==> src/rtl/camera_pixel_capture_pkg.sv <==
// Shared types and defaults for the camera capture front end and its pixel consumers.
package camera_pixel_capture_pkg;

  localparam int IMG_WIDTH_DEF  = 320;
  localparam int IMG_HEIGHT_DEF = 240;

  // {R[3:0], G[3:0], B[3:0]}, the same word blurring_filter consumes
  typedef logic [11:0] pixel_t;

  typedef enum logic [1:0] {
    ST_SYNC   = 2'd0,
    ST_VBLANK = 2'd1,
    ST_ACTIVE = 2'd2
  } cap_state_e;

endpackage

==> src/rtl/camera_pixel_capture_edge_detect.sv <==
// Registered rise/fall pulse generator for a vector of synchronous level inputs.
module camera_pixel_capture_edge_detect
  import camera_pixel_capture_pkg::*;
#(
  parameter int W = 2
) (
  input  logic         clk,
  input  logic         reset_n,
  input  logic [W-1:0] sig_in,
  output logic [W-1:0] rise,
  output logic [W-1:0] fall
);

  logic [W-1:0] prev_q, prev_d;
  logic [W-1:0] rise_q, rise_d;
  logic [W-1:0] fall_q, fall_d;

  always_comb begin
    prev_d = sig_in;
    rise_d = sig_in & ~prev_q;
    fall_d = ~sig_in & prev_q;
  end

  always_ff @(posedge clk or negedge reset_n) begin
    if (!reset_n) begin
      prev_q <= '0;
      rise_q <= '0;
      fall_q <= '0;
    end else begin
      prev_q <= prev_d;
      rise_q <= rise_d;
      fall_q <= fall_d;
    end
  end

  assign rise = rise_q;
  assign fall = fall_q;

endmodule

==> src/rtl/camera_pixel_capture.sv <==
// Camera byte-stream to RGB444 pixel capture with frame geometry tracking and error flagging.
module camera_pixel_capture
  import camera_pixel_capture_pkg::*;
#(
  parameter int IMG_WIDTH  = IMG_WIDTH_DEF,
  parameter int IMG_HEIGHT = IMG_HEIGHT_DEF
) (
  input  logic        clk,
  input  logic        reset_n,
  input  logic        cam_vsync,
  input  logic        cam_href,
  input  logic        cam_byte_valid,
  input  logic [7:0]  cam_data,
  output logic        ready_out,
  output logic [11:0] data_out,
  output logic [8:0]  x_count,
  output logic [7:0]  y_count,
  output logic        frame_start,
  output logic        frame_done,
  output logic        line_err
);

  localparam logic [9:0] W_LIM  = 10'(IMG_WIDTH);
  localparam logic [8:0] H_LIM  = 9'(IMG_HEIGHT);
  localparam logic [8:0] H_LAST = 9'(IMG_HEIGHT - 1);

  cap_state_e state_q, state_d;
  logic [9:0] col_q, col_d;
  logic [8:0] row_q, row_d;
  logic       phase_q, phase_d;
  logic [3:0] red_q, red_d;
  pixel_t     data_q, data_d;
  logic [8:0] xo_q, xo_d;
  logic [7:0] yo_q, yo_d;
  logic       rdy_q, rdy_d;
  logic       fs_q, fs_d;
  logic       fd_q, fd_d;
  logic       err_q, err_d;

  logic [1:0] rise, fall;
  logic [1:0] unused_rise;
  logic       vsync_fall, href_fall;

  camera_pixel_capture_edge_detect #(.W(2)) u_edge (
    .clk     (clk),
    .reset_n (reset_n),
    .sig_in  ({cam_href, cam_vsync}),
    .rise    (rise),
    .fall    (fall)
  );

  assign unused_rise = rise;
  assign vsync_fall  = fall[0];
  assign href_fall   = fall[1];

  always_comb begin
    state_d = state_q;
    col_d   = col_q;
    row_d   = row_q;
    phase_d = phase_q;
    red_d   = red_q;
    data_d  = data_q;
    xo_d    = xo_q;
    yo_d    = yo_q;
    rdy_d   = 1'b0;
    fs_d    = 1'b0;
    fd_d    = 1'b0;
    err_d   = err_q;

    unique case (state_q)
      ST_SYNC: begin
        if (cam_vsync) state_d = ST_VBLANK;
      end
      ST_VBLANK: begin
        // vsync must actually fall, so a frame that just completed waits for the next blanking
        if (vsync_fall && !cam_vsync) begin
          state_d = ST_ACTIVE;
          col_d   = '0;
          row_d   = '0;
          phase_d = 1'b0;
          xo_d    = '0;
          yo_d    = '0;
          err_d   = 1'b0;
        end
      end
      ST_ACTIVE: begin
        if (cam_vsync) begin
          state_d = ST_VBLANK;
          phase_d = 1'b0;
          err_d   = 1'b1;
        end else begin
          if (cam_href && cam_byte_valid) begin
            if (row_q >= H_LIM) begin
              err_d = 1'b1;
            end else if (!phase_q) begin
              red_d   = cam_data[3:0];
              phase_d = 1'b1;
            end else begin
              phase_d = 1'b0;
              if (col_q >= W_LIM) begin
                err_d = 1'b1;
              end else begin
                rdy_d  = 1'b1;
                data_d = {red_q, cam_data};
                xo_d   = col_q[8:0];
                yo_d   = row_q[7:0];
                fs_d   = (col_q == 10'd0) && (row_q == 9'd0);
                col_d  = col_q + 10'd1;
              end
            end
          end
          // line end is evaluated after any byte taken this cycle
          if (href_fall) begin
            if (col_d != W_LIM || phase_d) err_d = 1'b1;
            col_d   = '0;
            phase_d = 1'b0;
            row_d   = row_q + 9'd1;
            if (row_q == H_LAST) begin
              fd_d    = 1'b1;
              state_d = ST_VBLANK;
            end
          end
        end
      end
      default: state_d = ST_SYNC;
    endcase
  end

  always_ff @(posedge clk or negedge reset_n) begin
    if (!reset_n) begin
      state_q <= ST_SYNC;
      col_q   <= '0;
      row_q   <= '0;
      phase_q <= 1'b0;
      red_q   <= '0;
      data_q  <= '0;
      xo_q    <= '0;
      yo_q    <= '0;
      rdy_q   <= 1'b0;
      fs_q    <= 1'b0;
      fd_q    <= 1'b0;
      err_q   <= 1'b0;
    end else begin
      state_q <= state_d;
      col_q   <= col_d;
      row_q   <= row_d;
      phase_q <= phase_d;
      red_q   <= red_d;
      data_q  <= data_d;
      xo_q    <= xo_d;
      yo_q    <= yo_d;
      rdy_q   <= rdy_d;
      fs_q    <= fs_d;
      fd_q    <= fd_d;
      err_q   <= err_d;
    end
  end

  assign ready_out   = rdy_q;
  assign data_out    = data_q;
  assign x_count     = xo_q;
  assign y_count     = yo_q;
  assign frame_start = fs_q;
  assign frame_done  = fd_q;
  assign line_err    = err_q;

endmodule

==> config.mk <==
export PLATFORM = sky130hd
export DESIGN_NAME = camera_pixel_capture
export DESIGN_NICKNAME = d
export VERILOG_FILES = /design/src/rtl/camera_pixel_capture_pkg.sv /design/src/rtl/camera_pixel_capture_edge_detect.sv /design/src/rtl/camera_pixel_capture.sv
export SDC_FILE = /design/constraint.sdc
export NUM_CORES = 1
export LEC_CHECK = 0
export ABC_AREA = 1
export BUFFER_PORTS_ARGS = -buffer_cell sky130_fd_sc_hd__clkbuf_2
export CORE_MARGIN = 4
export CORE_UTILIZATION = 29
export DETAILED_ROUTE_END_ITERATION = 10
export PLACE_DENSITY_LB_ADDON = 0.15
export SYNTH_ARGS = -nofsm -noshare
export SYNTH_HDL_FRONTEND = slang
export SYNTH_SLANG_ARGS = --single-unit
export TNS_END_PERCENT = 5
==> constraint.sdc <==
create_clock -name clk -period 1.6 [get_ports clk]
set_clock_uncertainty 0.15 [all_clocks]
set_input_delay 0.08 -clock clk [delete_from_list [all_inputs] [get_ports clk]]
set_output_delay 0.08 -clock clk [all_outputs]
set_load 0.1 [all_outputs]
# Yosys cells after proc, flatten, opt, wreduce, memory -nomap -nowiden

Cells that the tools add are included.

Bits in registers: 63
Input port bits: 13
Output and inout bits: 33
Word-level logic and storage cells: 120

Add/sub/neg operators: 2
Order comparisons: 2
Equal/unequal tests: 14
Mux-type cells: 66
Bitwise logic cells: 6
Reductions and logical operators: 16

Operators with widths:

| cell                  | number |
|---|---|
| $mux 10               | 9 |
| $mux 9                | 8 |
| $mux 8                | 6 |
| $pmux 9 s2            | 2 |
| $mux 1                | 31 |
| $pmux 10 s2           | 1 |
| $pmux 8 s2            | 1 |
| $ne 2x2->1 const B    | 7 |
| $add 10x1->10 const B | 1 |
| $ge 10x9->1 const B   | 1 |
| $logic_not 10->1      | 1 |
| $mux 2                | 5 |
| $ne 10x9->1 const B   | 1 |
| $add 9x1->9 const B   | 1 |
| $eq 9x8->1 const B    | 1 |
| $ge 9x8->1 const B    | 1 |
| $logic_not 9->1       | 1 |
| $reduce_and 4->1      | 2 |
| $reduce_and 7->1      | 1 |
| $pmux 2 s3            | 1 |
| $reduce_and 6->1      | 1 |
| $reduce_and 5->1      | 1 |
| $not 1->1             | 4 |
| $pmux 1 s2            | 2 |
| 14 further kinds      | 16 |

# Longest topological paths before layout

Word-level depth: 13
Gate-level depth with buffers: 16
Mapped depth without buffers: 15

# By module

A second synthesis with hierarchy kept.

Cells, all modules: 362
Area, all modules: 3,250.6 sq um

By module, submodules not included:

| module                           | times used | cells each | area each (sq um) | sequential area each (sq um) |
|---|---|---|---|---|
| camera_pixel_capture             | 1          | 348        | 3,070.4           | 1,476.4 |
| camera_pixel_capture_edge_detect | 1          | 14         | 180.2             | 150.1 |

# Worst setup path after synthesis

Ideal clock, no wire load.

Kind: flip-flop to flip-flop
Start: reg row_q[5]
End: reg err_q (netlist: line_err)
Library setup time: 0.120 ns
Arrival time: 1.534 ns
Data required time: 1.330 ns
Path slack: -0.203 ns
Cell stages (with the launch flop): 15
Path buffers: 1
Clock period less this slack: 1.803 ns
Path through: dfrtp_1 -> buf_6 -> nand2_2 -> nor2_2 -> nor2_4 -> ha_1 -> o21ai_0 -> nor2_1 -> nand3_1 -> nor2_1 -> nand2_1 -> nand2_1 -> nand2_1 -> nand2_1 -> nand2_1

Cells in the longest elaborated chain, start to end: 11
Elaborated cells between the ends (all ways): 17
Classes of those cells: order compare (1); eq/ne (1); mux (14); reduce/logical (1)

Ends and longest elaborated chain:

| item                   | line                        | source |
|---|---|---|
| from (decl)            | camera_pixel_capture.sv:29  | `logic [8:0] row_q, row_d;` |
| from (signal assigned) | camera_pixel_capture.sv:146 | `row_q <= row_d;` |
| $ge 9x8->1 (*)         | camera_pixel_capture.sv:93  | `if (row_q >= H_LIM) begin` |
| $mux 10                | camera_pixel_capture.sv:93  |  |
| $mux 10                | camera_pixel_capture.sv:92  | `if (cam_href && cam_byte_valid) begin` |
| $mux 10                | camera_pixel_capture.sv:87  | `if (cam_vsync) begin` |
| $mux 10                | camera_pixel_capture.sv:70  | `unique case (state_q)` |
| $ne 10x9->1            | camera_pixel_capture.sv:114 | `if (col_d != W_LIM \|\| phase_d) err_d = 1'b1;` |
| $logic_or 1x1->1       | camera_pixel_capture.sv:114 |  |
| $mux 1                 | camera_pixel_capture.sv:114 |  |
| $mux 1 (*)             | camera_pixel_capture.sv:113 | `if (href_fall) begin` |
| $mux 1 (*)             | camera_pixel_capture.sv:87  |  |
| $pmux 1 s2 (*)         | camera_pixel_capture.sv:70  |  |
| to (signal assigned)   | camera_pixel_capture.sv:155 | `err_q <= err_d;` |
| to (decl)              | camera_pixel_capture.sv:38  | `logic err_q, err_d;` |

Every way passes the cells marked *; elsewhere a longest branch is shown, timed or not. The select of a mux whose other input is x is not followed.
A chain may end at the register's enable or synchronous reset.

# Final worst setup path

Start: reg col_q[6]
End: reg err_q (netlist: line_err)

Cells in the longest elaborated chain, start to end: 13
Elaborated cells between the ends (all ways): 18
Classes of those cells: add/sub (1); order compare (1); eq/ne (1); mux (14); reduce/logical (1)

Ends and longest elaborated chain:

| item                                                | line                                                     | source |
|---|---|---|
| from (decl)                                         | camera_pixel_capture.sv:28                               | `logic [9:0] col_q, col_d;` |
| from (signal assigned)                              | camera_pixel_capture.sv:145                              | `col_q <= col_d;` |
| $add 10x1->10 / $ge 10x9->1 (equally long branches) | camera_pixel_capture.sv:108, camera_pixel_capture.sv:100 |  |
| $mux 10                                             | camera_pixel_capture.sv:100                              | `if (col_q >= W_LIM) begin` |
| $mux 10                                             | camera_pixel_capture.sv:95                               | `end else if (!phase_q) begin` |
| $mux 10                                             | camera_pixel_capture.sv:93                               |  |
| $mux 10                                             | camera_pixel_capture.sv:92                               |  |
| $mux 10                                             | camera_pixel_capture.sv:87                               |  |
| $mux 10                                             | camera_pixel_capture.sv:70                               |  |
| $ne 10x9->1                                         | camera_pixel_capture.sv:114                              |  |
| $logic_or 1x1->1                                    | camera_pixel_capture.sv:114                              |  |
| $mux 1                                              | camera_pixel_capture.sv:114                              |  |
| $mux 1 (*)                                          | camera_pixel_capture.sv:113                              |  |
| $mux 1 (*)                                          | camera_pixel_capture.sv:87                               |  |
| $pmux 1 s2 (*)                                      | camera_pixel_capture.sv:70                               |  |

Marks and branches as above.

==> reports/results.ini <==
[cts]
h-tree-depth = 3
cts.path.max_buffers = 2
clkTransAtPathRegs_ns = 0.07
tritoncts = built
root_buffer = clkbuf_8
numCtsBuffers = 9
clock_sinks = 63
clkLatencyLatePin_ns = 0.34

[sta]
rsz0062_at_grt = yes
hold_viol = 0
setup_violations = 40
fmax_ghz = 0.5436
fin_ws_ns = -0.2397
post-route-min-period_ns = 1.840
worst_pin_slew_ns = 0.5489
timing.hold.ws_ns = 0.01399
slew_headroom_pct = 63.56
post-route-period-util_pct = 115.0
drv_slew = 0

[critical_path]
critical_path_class = flop to flop
cp.arrival_ns = 1.93
critPathSlowestCell = dfrtp_1
max_stage_delay_ns = 0.38
crit_required_ns = 1.69
end_kind = flop
crit_fanout = 4
cp_cell_sequence = nor2_1 > nand2_1 > nand2_4 > inv_4 > nor2_8 > nand3_1 > nand2_1 > nand3_1 > nor2_1 > nand2_1 > nand2_1 > nand2_1 > nand2_1 > nand2_1
crit_top_cell = nand2_1
cp-start-kind = flop
reg2reg_depth = 14

[grt]
track_usage_pct = 14.39
grt-ovfl-total = 0
grt_max_degree = 64
grt_pass1_vias = 2942
grt_pass1_wl_mm = 14.38
grt_antenna_before_repair = 0

[yosys]
synth-seq-cells = 63
avgSynthCellArea_um2 = 8.518
ys_types = 35
synthesis.nets = 383
yosys_warnings = 0
ys_seq_area_share_pct = 50.70
syn_area_um2 = 3109
synth_cells = 365

[die]
die_w_um = 111.5
start_util_pct = 29.98
io_pins = 46
die-height_um = 111.5
num_rows = 37
die-area_um2 = 12440
core_area_um2 = 10370

[routing]
drt_wl_total_mm = 8.559
drt_iter0_drc = 146
drc_errors = 0
wl_per_cell_um = 13.09
vias_per_cell = 4.443
dr_total_vias = 2906
antenna_left = 0
firstDrtPassIters = 5

[run_status]
violations = negative setup slack
status = finished with violations

[place]
hpwl_mm = 5.968
dp_cells = 611
port_buffers = 45
place_area_um2 = 4018
gp_congestion = 0.8638

[final_layout]
final_area_um2 = 4622
mostFrequentLayoutCells = buf_4, nand2_1, dfrtp_1, inv_1, clkbuf_2
fin_util_pct = 44.57
drive_gt1_share_pct = 39.58
final_cells = 654
num_antenna_cells = 0
final_net_count = 531
final_common_cell = buf_4
area_growth_pct = 48.65

[run]
max_cap_violations = 0

[worst_hold_path]
hp-class = input pin to flop
whs_path_depth = 5

[power_and_ir_drop]
p_leak_nw = 2.345
p_per_area_nw_per_um2 = 1188
p_total_mw = 5.491
irDropWorstVdd_mv = 0.5762

[report_power, final]
| part | switching [mW] | internal (mW) |
|---|---|---|
| Clock | 0.620 | 0.762 |
| Combinational | 1.41 | 0.876 |
| Sequential | 0.0936 | 1.73 |
| Total | 2.12 | 3.37 |
[metrics by stage]
step	worst slack [ns]	setup TNS, ns
2_1_floorplan	-0.1469	-1.735
5_1_grt	-0.3950	-12.32
4_1_cts	-0.2107	-5.008
3_5_place_dp	-0.2104	-4.339
3_3_place_gp	-0.2352	-2.925
6_report	-0.2397	-6.925
[final timing paths]
path / start / end / slack, ns
max: col_q[6] / line_err / -0.24
min: cam_vsync / state_q[0] / 0.01
max reg2reg: col_q[6] / line_err / -0.24
min reg2reg: u_edge.prev_q[1] / u_edge.fall[1] / 0.31
max in group asynchronous: reset_n / x_count[5] / 0.86
min in group asynchronous: reset_n / data_out[1] / 0.15
[state kept, by name (all words and copies together), names as in the netlist]
| signal | cells |
|---|---|
| data_out | 12 |
| col_q | 10 |
| row_q | 9 |
| x_count | 9 |
| y_count | 8 |
| red_q | 4 |
| state_q | 2 |
| u_edge.fall | 2 |
| u_edge.prev_q | 2 |
| frame_done | 1 |
| frame_start | 1 |
| line_err | 1 |
| phase_q | 1 |
| ready_out | 1 |
[routing by layer]
layer	GRT usage [%]	vias to the layer above	wire length [um]
li1	-	1483	-
met5	0	-	0
met2	22.48	68	3907
met3	3.478	8	358
met4	5.109	0	104
met1	19.51	1347	4189
[critical path: cells and delay by family (launching register included)]
family / cells / cell delay [ns]
DFF: 1 / 0.38
and+or+nand+nor: 13 / 1.13
buffers and inverters: 1 / 0.06
[what timing repair did]
item                                    4_1_cts  5_1_grt
gates resized for setup                      14       37
hold buffers                                 11        0
pin swaps                                    11       19
hold endpoints to repair                     80        0
setup buffers                                10        4
cloned                                        2        0
endpoints found under the setup margin       47       58
[cell families (layout without fill, tap and decap cells)]
group                    Yosys count  after routing  synth area share (%)
flip-flops                        63             63                 50.70
AND/OR/NAND/NOR                  170            170                 27.57
buffers and inverters             70            223                 9.738
adder cells (fa/ha/maj)            5              5                 2.012
AO/OA/AOI/OAI                     57             57                 9.980
[cells in the mapped netlist, drive strengths merged]
cell	count	area, um^2
clkinv	1	3.750
a41oi	1	8.760
a21oi	8	43.79
clkbuf	1	5.000
nand2	85	336.6
nor3b	1	7.510
a2111oi	1	8.760
nor4	3	33.78
ha	5	62.56
nor3	8	56.31
inv	61	231.5
nor2	32	185.2
buf	7	62.55
o21ai	39	198.9
o22ai	8	50.05
nand3	35	200.2
nand4	6	37.54
dfrtp	63	1577
[layout make-up]
type | count | area, um^2
clock buffers | 13 | 148.9
clock inverters | 3 | 42.54
fillers | 1039 | 5748
inverters | 62 | 235.2
multi-input cells | 232 | 1365
flip-flops and latches | 63 | 1577
well taps | 136 | 170.2
repair buffers | 145 | 1084
No activity file was read; power rests on OpenSTA's default activity.
